`src/rtl/frame_stream_ctrl_if.sv`:
```
`default_nettype none
// ============================================================================
//  Module      : frame_stream_ctrl_if
//  Description : Handshake and pixel-pair address bus between the frame
//                sequencer (master) and the image_write sink (slave).
//  Revision    : 1.0  initial release
// ============================================================================
interface frame_stream_ctrl_if #(
    parameter int ADDR_W = 19
);
    logic              start;
    logic              abort;
    logic              ready;
    logic              VSYNC;
    logic              HSYNC;
    logic [ADDR_W-1:0] mem_addr;
    logic [15:0]       row;
    logic [15:0]       col;
    logic              busy;
    logic              ctrl_done;

    modport master (
        input  start, abort, ready,
        output VSYNC, HSYNC, mem_addr, row, col, busy, ctrl_done
    );

    modport slave (
        output start, abort, ready,
        input  VSYNC, HSYNC, mem_addr, row, col, busy, ctrl_done
    );
endinterface
`default_nettype wire

```
`src/rtl/frame_stream_ctrl.sv`:
```
`default_nettype none
// ============================================================================
//  Module      : frame_stream_ctrl
//  Description : Sequences one frame of pixel-pair traffic: VSYNC window,
//                per-line blanking, HSYNC-qualified pair addresses with
//                back-pressure stall, and a one-cycle done pulse.
//  Revision    : 1.0  initial release
// ============================================================================
module frame_stream_ctrl #(
    parameter int WIDTH      = 768,
    parameter int HEIGHT     = 512,
    parameter int VSYNC_CYC  = 100,
    parameter int HBLANK_CYC = 160,
    parameter int ADDR_W     = 19
) (
    input  wire logic           HCLK,
    input  wire logic           HRESET,
    frame_stream_ctrl_if.master bus
);

    // Down-counter shared by the VSYNC and HBLANK phases; sized for the longer one.
    localparam int c_cnt_max = (VSYNC_CYC > HBLANK_CYC) ? VSYNC_CYC : HBLANK_CYC;
    localparam int c_cnt_w   = (c_cnt_max > 1) ? $clog2(c_cnt_max) : 1;

    localparam logic [c_cnt_w-1:0] c_vsync_load  = c_cnt_w'(VSYNC_CYC - 1);
    localparam logic [c_cnt_w-1:0] c_hblank_load = c_cnt_w'(HBLANK_CYC - 1);
    localparam logic [15:0]        c_last_col    = 16'(WIDTH - 2);
    localparam logic [15:0]        c_last_row    = 16'(HEIGHT - 1);
    localparam logic [ADDR_W-1:0]  c_addr_step   = ADDR_W'(2);

    typedef enum logic [2:0] {
        S_IDLE   = 3'd0,
        S_VSYNC  = 3'd1,
        S_HBLANK = 3'd2,
        S_ACTIVE = 3'd3,
        S_DONE   = 3'd4
    } state_t;

    state_t              r_state;
    logic [c_cnt_w-1:0]  r_cnt;
    logic                r_vsync;
    logic                r_hsync;
    logic [ADDR_W-1:0]   r_addr;
    logic [15:0]         r_row;
    logic [15:0]         r_col;
    logic                r_busy;
    logic                r_done;

    // Transfer happens only while a pair is being presented and the sink takes it.
    logic w_xfer;
    assign w_xfer = r_hsync & bus.ready;

    // Frame sequencer: state, counters and every output are registered here.
    always_ff @(posedge HCLK or posedge HRESET) begin
        if (HRESET) begin
            r_state <= S_IDLE;
            r_cnt   <= '0;
            r_vsync <= 1'b0;
            r_hsync <= 1'b0;
            r_addr  <= '0;
            r_row   <= '0;
            r_col   <= '0;
            r_busy  <= 1'b0;
            r_done  <= 1'b0;
        end else if (bus.abort) begin
            // Abort beats start in IDLE and cancels any frame without a done pulse.
            r_state <= S_IDLE;
            r_cnt   <= '0;
            r_vsync <= 1'b0;
            r_hsync <= 1'b0;
            r_addr  <= '0;
            r_row   <= '0;
            r_col   <= '0;
            r_busy  <= 1'b0;
            r_done  <= 1'b0;
        end else begin
            case (r_state)
                S_IDLE: begin
                    r_row  <= '0;
                    r_col  <= '0;
                    r_addr <= '0;
                    r_done <= 1'b0;
                    if (bus.start) begin
                        r_state <= S_VSYNC;
                        r_cnt   <= c_vsync_load;
                        r_vsync <= 1'b1;
                        r_busy  <= 1'b1;
                    end
                end

                S_VSYNC: begin
                    if (r_cnt == '0) begin
                        r_state <= S_HBLANK;
                        r_cnt   <= c_hblank_load;
                        r_vsync <= 1'b0;
                    end else begin
                        r_cnt <= r_cnt - 1'b1;
                    end
                end

                S_HBLANK: begin
                    if (r_cnt == '0) begin
                        r_state <= S_ACTIVE;
                        r_hsync <= 1'b1;
                    end else begin
                        r_cnt <= r_cnt - 1'b1;
                    end
                end

                S_ACTIVE: begin
                    // Without a transfer everything holds, so no pair is dropped or skipped.
                    if (w_xfer) begin
                        if (r_col == c_last_col) begin
                            r_hsync <= 1'b0;
                            r_col   <= '0;
                            if (r_row == c_last_row) begin
                                r_state <= S_DONE;
                                r_done  <= 1'b1;
                                r_row   <= '0;
                                r_addr  <= '0;
                            end else begin
                                // Lines are stored back to back, so the address just keeps counting.
                                r_state <= S_HBLANK;
                                r_cnt   <= c_hblank_load;
                                r_row   <= r_row + 16'd1;
                                r_addr  <= r_addr + c_addr_step;
                            end
                        end else begin
                            r_col  <= r_col + 16'd2;
                            r_addr <= r_addr + c_addr_step;
                        end
                    end
                end

                S_DONE: begin
                    r_state <= S_IDLE;
                    r_done  <= 1'b0;
                    r_busy  <= 1'b0;
                end

                default: begin
                    r_state <= S_IDLE;
                    r_cnt   <= '0;
                    r_vsync <= 1'b0;
                    r_hsync <= 1'b0;
                    r_addr  <= '0;
                    r_row   <= '0;
                    r_col   <= '0;
                    r_busy  <= 1'b0;
                    r_done  <= 1'b0;
                end
            endcase
        end
    end

    assign bus.VSYNC     = r_vsync;
    assign bus.HSYNC     = r_hsync;
    assign bus.mem_addr  = r_addr;
    assign bus.row       = r_row;
    assign bus.col       = r_col;
    assign bus.busy      = r_busy;
    assign bus.ctrl_done = r_done;

endmodule
`default_nettype wire

```
`src/flat_wrapper.sv`:
```
// flat-port wrapper written by rule: the top's interface ports become plain ports
module frame_stream_ctrl_flat 
#(
    parameter int WIDTH      = 768,
    parameter int HEIGHT     = 512,
    parameter int VSYNC_CYC  = 100,
    parameter int HBLANK_CYC = 160,
    parameter int ADDR_W     = 19
)
  (HCLK, HRESET, bus_start, bus_abort, bus_ready, bus_VSYNC, bus_HSYNC, bus_mem_addr, bus_row, bus_col, bus_busy, bus_ctrl_done);
  frame_stream_ctrl_if #(.ADDR_W(ADDR_W)) bus_i ();
  input  wire logic HCLK;
  input  wire logic HRESET;
  input wire logic [$bits(bus_i.start)-1:0] bus_start;
  input wire logic [$bits(bus_i.abort)-1:0] bus_abort;
  input wire logic [$bits(bus_i.ready)-1:0] bus_ready;
  output wire logic [$bits(bus_i.VSYNC)-1:0] bus_VSYNC;
  output wire logic [$bits(bus_i.HSYNC)-1:0] bus_HSYNC;
  output wire logic [$bits(bus_i.mem_addr)-1:0] bus_mem_addr;
  output wire logic [$bits(bus_i.row)-1:0] bus_row;
  output wire logic [$bits(bus_i.col)-1:0] bus_col;
  output wire logic [$bits(bus_i.busy)-1:0] bus_busy;
  output wire logic [$bits(bus_i.ctrl_done)-1:0] bus_ctrl_done;
  assign bus_i.start = bus_start;
  assign bus_i.abort = bus_abort;
  assign bus_i.ready = bus_ready;
  assign bus_VSYNC = bus_i.VSYNC;
  assign bus_HSYNC = bus_i.HSYNC;
  assign bus_mem_addr = bus_i.mem_addr;
  assign bus_row = bus_i.row;
  assign bus_col = bus_i.col;
  assign bus_busy = bus_i.busy;
  assign bus_ctrl_done = bus_i.ctrl_done;
  frame_stream_ctrl #(.WIDTH(WIDTH), .HEIGHT(HEIGHT), .VSYNC_CYC(VSYNC_CYC), .HBLANK_CYC(HBLANK_CYC), .ADDR_W(ADDR_W)) u_core (.HCLK(HCLK), .HRESET(HRESET), .bus(bus_i));
endmodule
```
`config.mk`:
```
export PLATFORM = sky130hd
export DESIGN_NAME = frame_stream_ctrl_flat
export DESIGN_NICKNAME = d
export VERILOG_FILES = /design/src/rtl/frame_stream_ctrl_if.sv /design/src/rtl/frame_stream_ctrl.sv /design/src/flat_wrapper.sv
export SDC_FILE = /design/constraint.sdc
export NUM_CORES = 1
export LEC_CHECK = 0
export ABC_AREA = 1
export CAP_MARGIN = 20
export CORE_ASPECT_RATIO = 1.75
export CORE_MARGIN = 10
export CORE_UTILIZATION = 55
export CTS_CLUSTER_SIZE = 16
export DETAILED_ROUTE_END_ITERATION = 12
export PLACE_DENSITY = 0.82
export REMOVE_ABC_BUFFERS = 1
export SLEW_MARGIN = 20
export SYNTH_ARGS = -nofsm -noshare
export SYNTH_HDL_FRONTEND = slang
export SYNTH_SLANG_ARGS = --single-unit
```
`constraint.sdc`:
```
create_clock -name HCLK -period 2.69 [get_ports HCLK]
set_input_delay 0.807 -clock HCLK [delete_from_list [all_inputs] [get_ports HCLK]]
set_output_delay 0.807 -clock HCLK [all_outputs]
set_load 0.1 [all_outputs]
```
* Yosys cells after proc, flatten, opt, wreduce, memory -nomap -nowiden
Cells that the tools add are included.
** Word-level totals
- Flip-flop bits (word level) :: 66
- Input port bits :: 5
- Output and inout port bits :: 55
** Cells by class
- Add/sub/neg operators :: 4
- Eq/ne operators :: 20
- Muxes and demuxes :: 46
- Bitwise operators :: 1
- Reductions and logical operators :: 15
** Operators by type and width (number)
- 16-bit 2-to-1 mux :: 7
- 19-bit 2-to-1 mux :: 4
- 16-bit case mux with 2 select lines :: 2
- 8-bit 2-to-1 mux :: 7
- 8-bit case mux with 5 select lines :: 1
- 19-bit case mux with 2 select lines :: 1
- 3-bit 2-to-1 mux :: 7
- 19-bit by 2-bit adder with 19-bit output (second input constant) :: 1
- 16-bit by 1-bit adder with 16-bit output (second input constant) :: 1
- 16-bit by 2-bit adder with 16-bit output (second input constant) :: 1
- 16-bit by 10-bit equality test with 1-bit output (second input constant) :: 1
- 16-bit by 9-bit equality test with 1-bit output (second input constant) :: 1
- 3-bit by 2-bit inequality test with 1-bit output (second input constant) :: 5
- 1-bit 2-to-1 mux :: 12
- 3-bit case mux with 4 select lines :: 1
- 3-bit OR reduction :: 4
- 2-bit by 1-bit inequality test with 1-bit output (second input constant) :: 5
- 3-bit inequality test (second input constant) :: 3
- 8-bit zero test :: 1
- 4-bit AND reduction :: 2
- 8-bit by 1-bit subtractor with 8-bit output (second input constant) :: 1
- 3-bit by 2-bit equality test with 1-bit output (second input constant) :: 2
- 1-bit case mux with 3 select lines :: 2
- 3-bit AND reduction :: 2
- other kinds (10) :: 12

* Depth between registers and ports, before layout
- Word-level depth :: 6
- Gate-level depth with buffers :: 11
- Depth with buffers taken out :: 11

* Worst setup path before layout
OpenSTA, ideal clock, no wires.
- Path type :: register to register
- Start point :: register u_core.r_row[0] (netlist: u_core.bus.row[0])
- End point :: register u_core.r_addr[16] (netlist: u_core.bus.mem_addr[16])
- Arrival time :: 2293 ps
- Data required time :: 2564 ps
- Path slack :: 271 ps
- Stages on the path, launching flop included :: 11
- Clock period less this slack :: 2419 ps
- Path through :: dfrtp_1 -> ha_1 -> nand3_1 -> inv_1 -> nand2_1 -> inv_1 -> nand2_1 -> nand2_1 -> inv_1 -> nor2_4 -> nor3_1
** On the way
- Cells in the longest elaborated chain, start to end :: 6
** Ends and longest elaborated chain
- from (decl) :: line frame_stream_ctrl.sv:44 : logic [15:0] r_row;
- from (signal assigned) :: line frame_stream_ctrl.sv:125 : r_row <= r_row + 16'd1;
- 16-bit by 9-bit equality test with 1-bit output :: line frame_stream_ctrl.sv:116 : if (r_row == c_last_row) begin
- 19-bit 2-to-1 mux :: line frame_stream_ctrl.sv:116
- 19-bit 2-to-1 mux :: line frame_stream_ctrl.sv:113 : if (r_col == c_last_col) begin
- 19-bit 2-to-1 mux :: line frame_stream_ctrl.sv:112 : if (w_xfer) begin
- 19-bit case mux with 2 select lines :: line frame_stream_ctrl.sv:77 : case (r_state)
- 19-bit 2-to-1 mux :: line frame_stream_ctrl.sv:65 : end else if (bus.abort) begin
- to (signal assigned) :: line frame_stream_ctrl.sv:126 : r_addr <= r_addr + c_addr_step;
- to (signal assigned) :: line frame_stream_ctrl.sv:130 : r_addr <= r_addr + c_addr_step;
- to (decl) :: line frame_stream_ctrl.sv:43 : logic [ADDR_W-1:0] r_addr;
Every way passes these cells. The select of a mux whose other input is x is not followed.
A chain may end at the register's enable or synchronous reset.

* Final worst setup path
- Start point :: input bus_abort
- End point :: register u_core.r_addr[15] (netlist: u_core.bus.mem_addr[15])
** On the way
- Cells in the longest elaborated chain, start to end :: 2
** Ends and longest elaborated chain
- from (decl) :: line flat_wrapper.sv:15 : input wire logic [$bits(bus_i.abort)-1:0] bus_abort;
- 3-bit by 2-bit inequality test with 1-bit output (no source line) or 2-bit by 1-bit inequality test with 1-bit output (tied branches)
- 2-bit AND reduction (no source line)
Parallel ways exist; a longest one is shown, timed or not.

==> results.py <==
metrics = {
    "routing": {
        "wire_per_inst_microns": 14.87,
        "detail_route.iter0.violations": 317,
        "dr_pass1_iterations": 5,
        "route.vias.total": 4059,
        "count_of_unresolved_drc_violations_after_routing": 0,
        "finalWirelength_mm": 11.18,
        "vias_per_cell": 5.398,
        "residual_antenna_violating_net_count_after_detailed_routing": 0,
    },
    "run": {
        "cap_viol_max_count": 0,
    },
    "sta": {
        "timing.final.crit_share_pct": 85.23,
        "total_count_of_max_transition_violations_in_the_final_report": 0,
        "slew-limit-headroom_pct": 65.96,
        "clock.fmax_mhz": 436.2,
        "period_needed_ns": 2.293,
        "report.final.hold_viol_count": 0,
        "setup-tns-final_ns": 0,
        "worst_slew_pin_slew_ns": 0.5101,
        "clock-skew-final_ns": 0.005194,
        "finalSetupViolations": 0,
        "setup_repair_after_global_routing_missed_its_margin": "false",
    },
    "power": {
        "total_power_mw": 4.042,
        "total_leakage_power_nw": 2.450,
        "vdd_drop_max_v": 0.0007074,
        "power-per-cell-area_nw_per_um2": 826.0,
    },
    "clocking": {
        "ctsHtreeMaxLevel": 3,
        "numClockSinks": 64,
        "clkSlewWorstSetupHoldPaths_ns": 0.05,
        "buffer_depth_of_the_longest_clock_path": 2,
        "cts-buffers-inserted": 9,
        "cts_post_setup_buffers_inserted": 0,
        "cts_root_buffer": "clkbuf_16",
        "cts_tree": "yes",
        "worst_skew_pair.late_latency_ns": 0.34,
        "cts-hold-fix-buffers": 0,
        "cts_resized": 0,
    },
    "final_layout": {
        "most_common_cell_after_layout_fill_and_taps_aside": "nand2_1",
        "antenna-diode-count": 0,
        "drive_above_1_share_pct": 15.02,
        "most_used_cells_in_the_layout_excluding_fill_and_tap_cells": "nand2_1 (170), nor2_1 (90), inv_1 (72), buf_4 (64), dfrtp_1 (64)",
        "multi_input_comb_area_sq_um": 2056,
        "fin_area_sq_um": 4893,
        "area_delta_synth_final_pct": 21.54,
        "area.sequential_sq_um": 1602,
        "nFillCells": 630,
        "final_net_count": 672,
    },
    "global_routing": {
        "grt_start_max_net_pins": 46,
        "antenna_found_initial": 0,
        "via_count_of_the_first_global_routing_pass": 4054,
        "grt_first_pass_wirelength_mm": 18.64,
        "grt_remaining_overflow": 0,
        "overall_global_routing_usage_pct": 19.81,
    },
    "setup_path": {
        "crit_path_max_incr_delay_ns": 0.60,
        "critical_setup_path_class": "primary input to flop",
        "regToRegSetupSlack_ns": 0.44,
        "cpLargestDelayFamily": "buffers and inverters",
        "worstPathArrival_ns": 2.50,
        "data_required_time_of_the_worst_path_ns": 2.90,
        "worstSetupEndpointType": "flop",
        "critical_path.slowest_cell": "clkdlybuf4s50_1",
        "critical_path.max_fanout": 24,
        "crit_path_start_kind": "primary input",
        "critical_path.n_buffers_inverters": 3,
        "worstPathCellList": "clkdlybuf4s50_1 > nor2_4 > nand3_1 > inv_2 > nor2_4 > buf_12 > nand2_1 > nor2_1 > nand2_1 > o21ai_0 > nor2_1",
    },
    "placement": {
        "placement.io_buffers": 57,
        "dpl_cell_area_sq_um": 4638,
        "place.detailed.hpwl_mm": 8.312,
        "gpl.final_weighted_congestion": 0.9413,
    },
    "floorplanning": {
        "dieArea_sq_um": 11280,
        "num_io_pins": 60,
        "dieHeight_microns": 133.2,
        "fp.coreArea_sq_um": 7182,
        "placementRows": 41,
        "start_util_pct": 56.06,
        "die_width_microns": 84.68,
    },
    "synth": {
        "synth.cell_area_sq_um": 4026,
        "postSynthAreaPerCell_sq_um": 6.801,
        "synth_seq_area_share_pct": 39.78,
        "yosys_warnings": 0,
        "ys_ff_latch": 64,
        "netlist-cell-type-count": 35,
        "syn-instance-count": 592,
    },
    "min_path": {
        "hp-class": "flop to flop",
    },
    "run_status": {
        "run_status": "completed",
    },
}
final cells by class:
| class | instances | area share [%] |
|---|---|---|
| Inverter | 78 | 5.983 |
| Clock inverter | 1 | 0.1023 |
| Multi-Input combinational cell | 439 | 42.01 |
| Timing Repair Buffer | 71 | 11.86 |
| Tap cell | 86 | 2.199 |
| Sequential cell | 64 | 32.73 |
| Clock buffer | 13 | 5.114 |
Yosys cell counts:
master	number	area (sq um)
a21o_1	1	7.510
o21bai_1	2	15.01
clkbuf_1	1	3.750
buf_4	4	30.03
buf_6	2	22.52
nand2_2	1	6.260
nor2_4	5	56.30
a31oi_1	2	12.51
nor3_2	5	50.05
clkinv_1	1	3.750
buf_2	4	20.02
nand2_1	170	638.1
and2_1	1	6.260
buf_1	1	3.750
nor2_2	1	6.260
nand2_4	2	22.52
conb_1	1	3.750
nor3b_1	1	7.510
nand3_1	63	315.3
a21oi_1	18	90.09
xnor2_1	1	8.760
nor3_1	19	95.09
nand3_2	3	30.03
inv_1	73	274.0
nand3b_1	2	15.01
o21a_1	1	7.510
inv_2	4	15.01
ha_1	4	50.05
nor2_1	90	337.8
nand4_1	13	81.33
dfrtp_1	64	1602
o211ai_1	2	15.01
o21ai_0	23	115.1
xor2_1	6	52.55
nor4_1	1	6.260
path summary, 6_finish.rpt:
kind | from | depth (start not counted) | end
max in group asynchronous | HRESET | 3 | u_core.bus.col[10]$_DFFE_PP0P_
worst min-delay path | u_core.r_cnt[7]$_DFFE_PP0P_ | 2 | u_core.r_cnt[7]$_DFFE_PP0P_
worst max-delay path | bus_abort | 11 | u_core.bus.mem_addr[15]$_DFFE_PP0P_
min in group asynchronous | HRESET | 2 | u_core.bus.mem_addr[6]$_DFFE_PP0P_
worst min register to register | u_core.r_cnt[7]$_DFFE_PP0P_ | 2 | u_core.r_cnt[7]$_DFFE_PP0P_
worst max register to register | u_core.bus.row[0]$_DFFE_PP0P_ | 10 | u_core.bus.row[14]$_DFFE_PP0P_
per-stage QoR:
| step | std cells | utilization (%) | worst slack (ns) | hold WS (ns) |
|---|---|---|---|---|
| final | 752 | 68.14 | 0.3974 | 0.5149 |
| after global routing | 752 | 68.14 | 0.2401 | 0.5387 |
| after CTS | 752 | 68.14 | 0.4062 | 0.5190 |
| after detailed placement | 738 | 64.58 | 0.06776 | 0.5067 |
| after global placement | 738 | 64.58 | 0.1622 | 0.4682 |
| after floorplan | 581 | - | 0.07455 | 0.4644 |
logic make-up after synthesis:
group	Yosys count	synth area share, %
simple gates	377	41.58
flops	64	39.78
compound gates	49	6.526
buf+inv	90	9.260
fa+ha+maj	4	1.243
other cells	1	0.09314
xor+xnor	7	1.523
where the power goes:
| part | switching, mW | internal, mW |
|---|---|---|
| clock | 0.397 | 0.636 |
| sequential | 0.113 | 1.07 |
| combinational | 1.31 | 0.518 |
| total | 1.82 | 2.22 |
worst reg2reg max path: stages, from the launching register on:
cell and delay (ns):
dfrtp_1 0.41, ha_1 0.27, nand3_1 0.16, inv_1 0.10
nand2_1 0.07, inv_1 0.12, nand2_1 0.18, nand2_1 0.23
inv_1 0.18, nor2_4 0.30, nor2_1 0.11
layer usage:
metal  GRT usage (%)  up-vias  share of wire (%)
met5               0        -                  0
met4           9.007        0                2.9
met3           4.579       26                4.1
met2           36.82      110                 55
met1           20.00     1900                 38
li1                -     2023                  -
state kept, by name (all words and copies together), names as in the netlist:
| signal | count |
|---|---|
| u_core.bus.ctrl_done | 1 |
| u_core.bus.VSYNC | 1 |
| u_core.bus.busy | 1 |
| u_core.bus.mem_addr | 18 |
| u_core.bus.HSYNC | 1 |
| u_core.bus.col | 15 |
| u_core.r_cnt | 8 |
| u_core.r_state | 3 |
| u_core.bus.row | 16 |
Power figures use the tool's default switching activity.
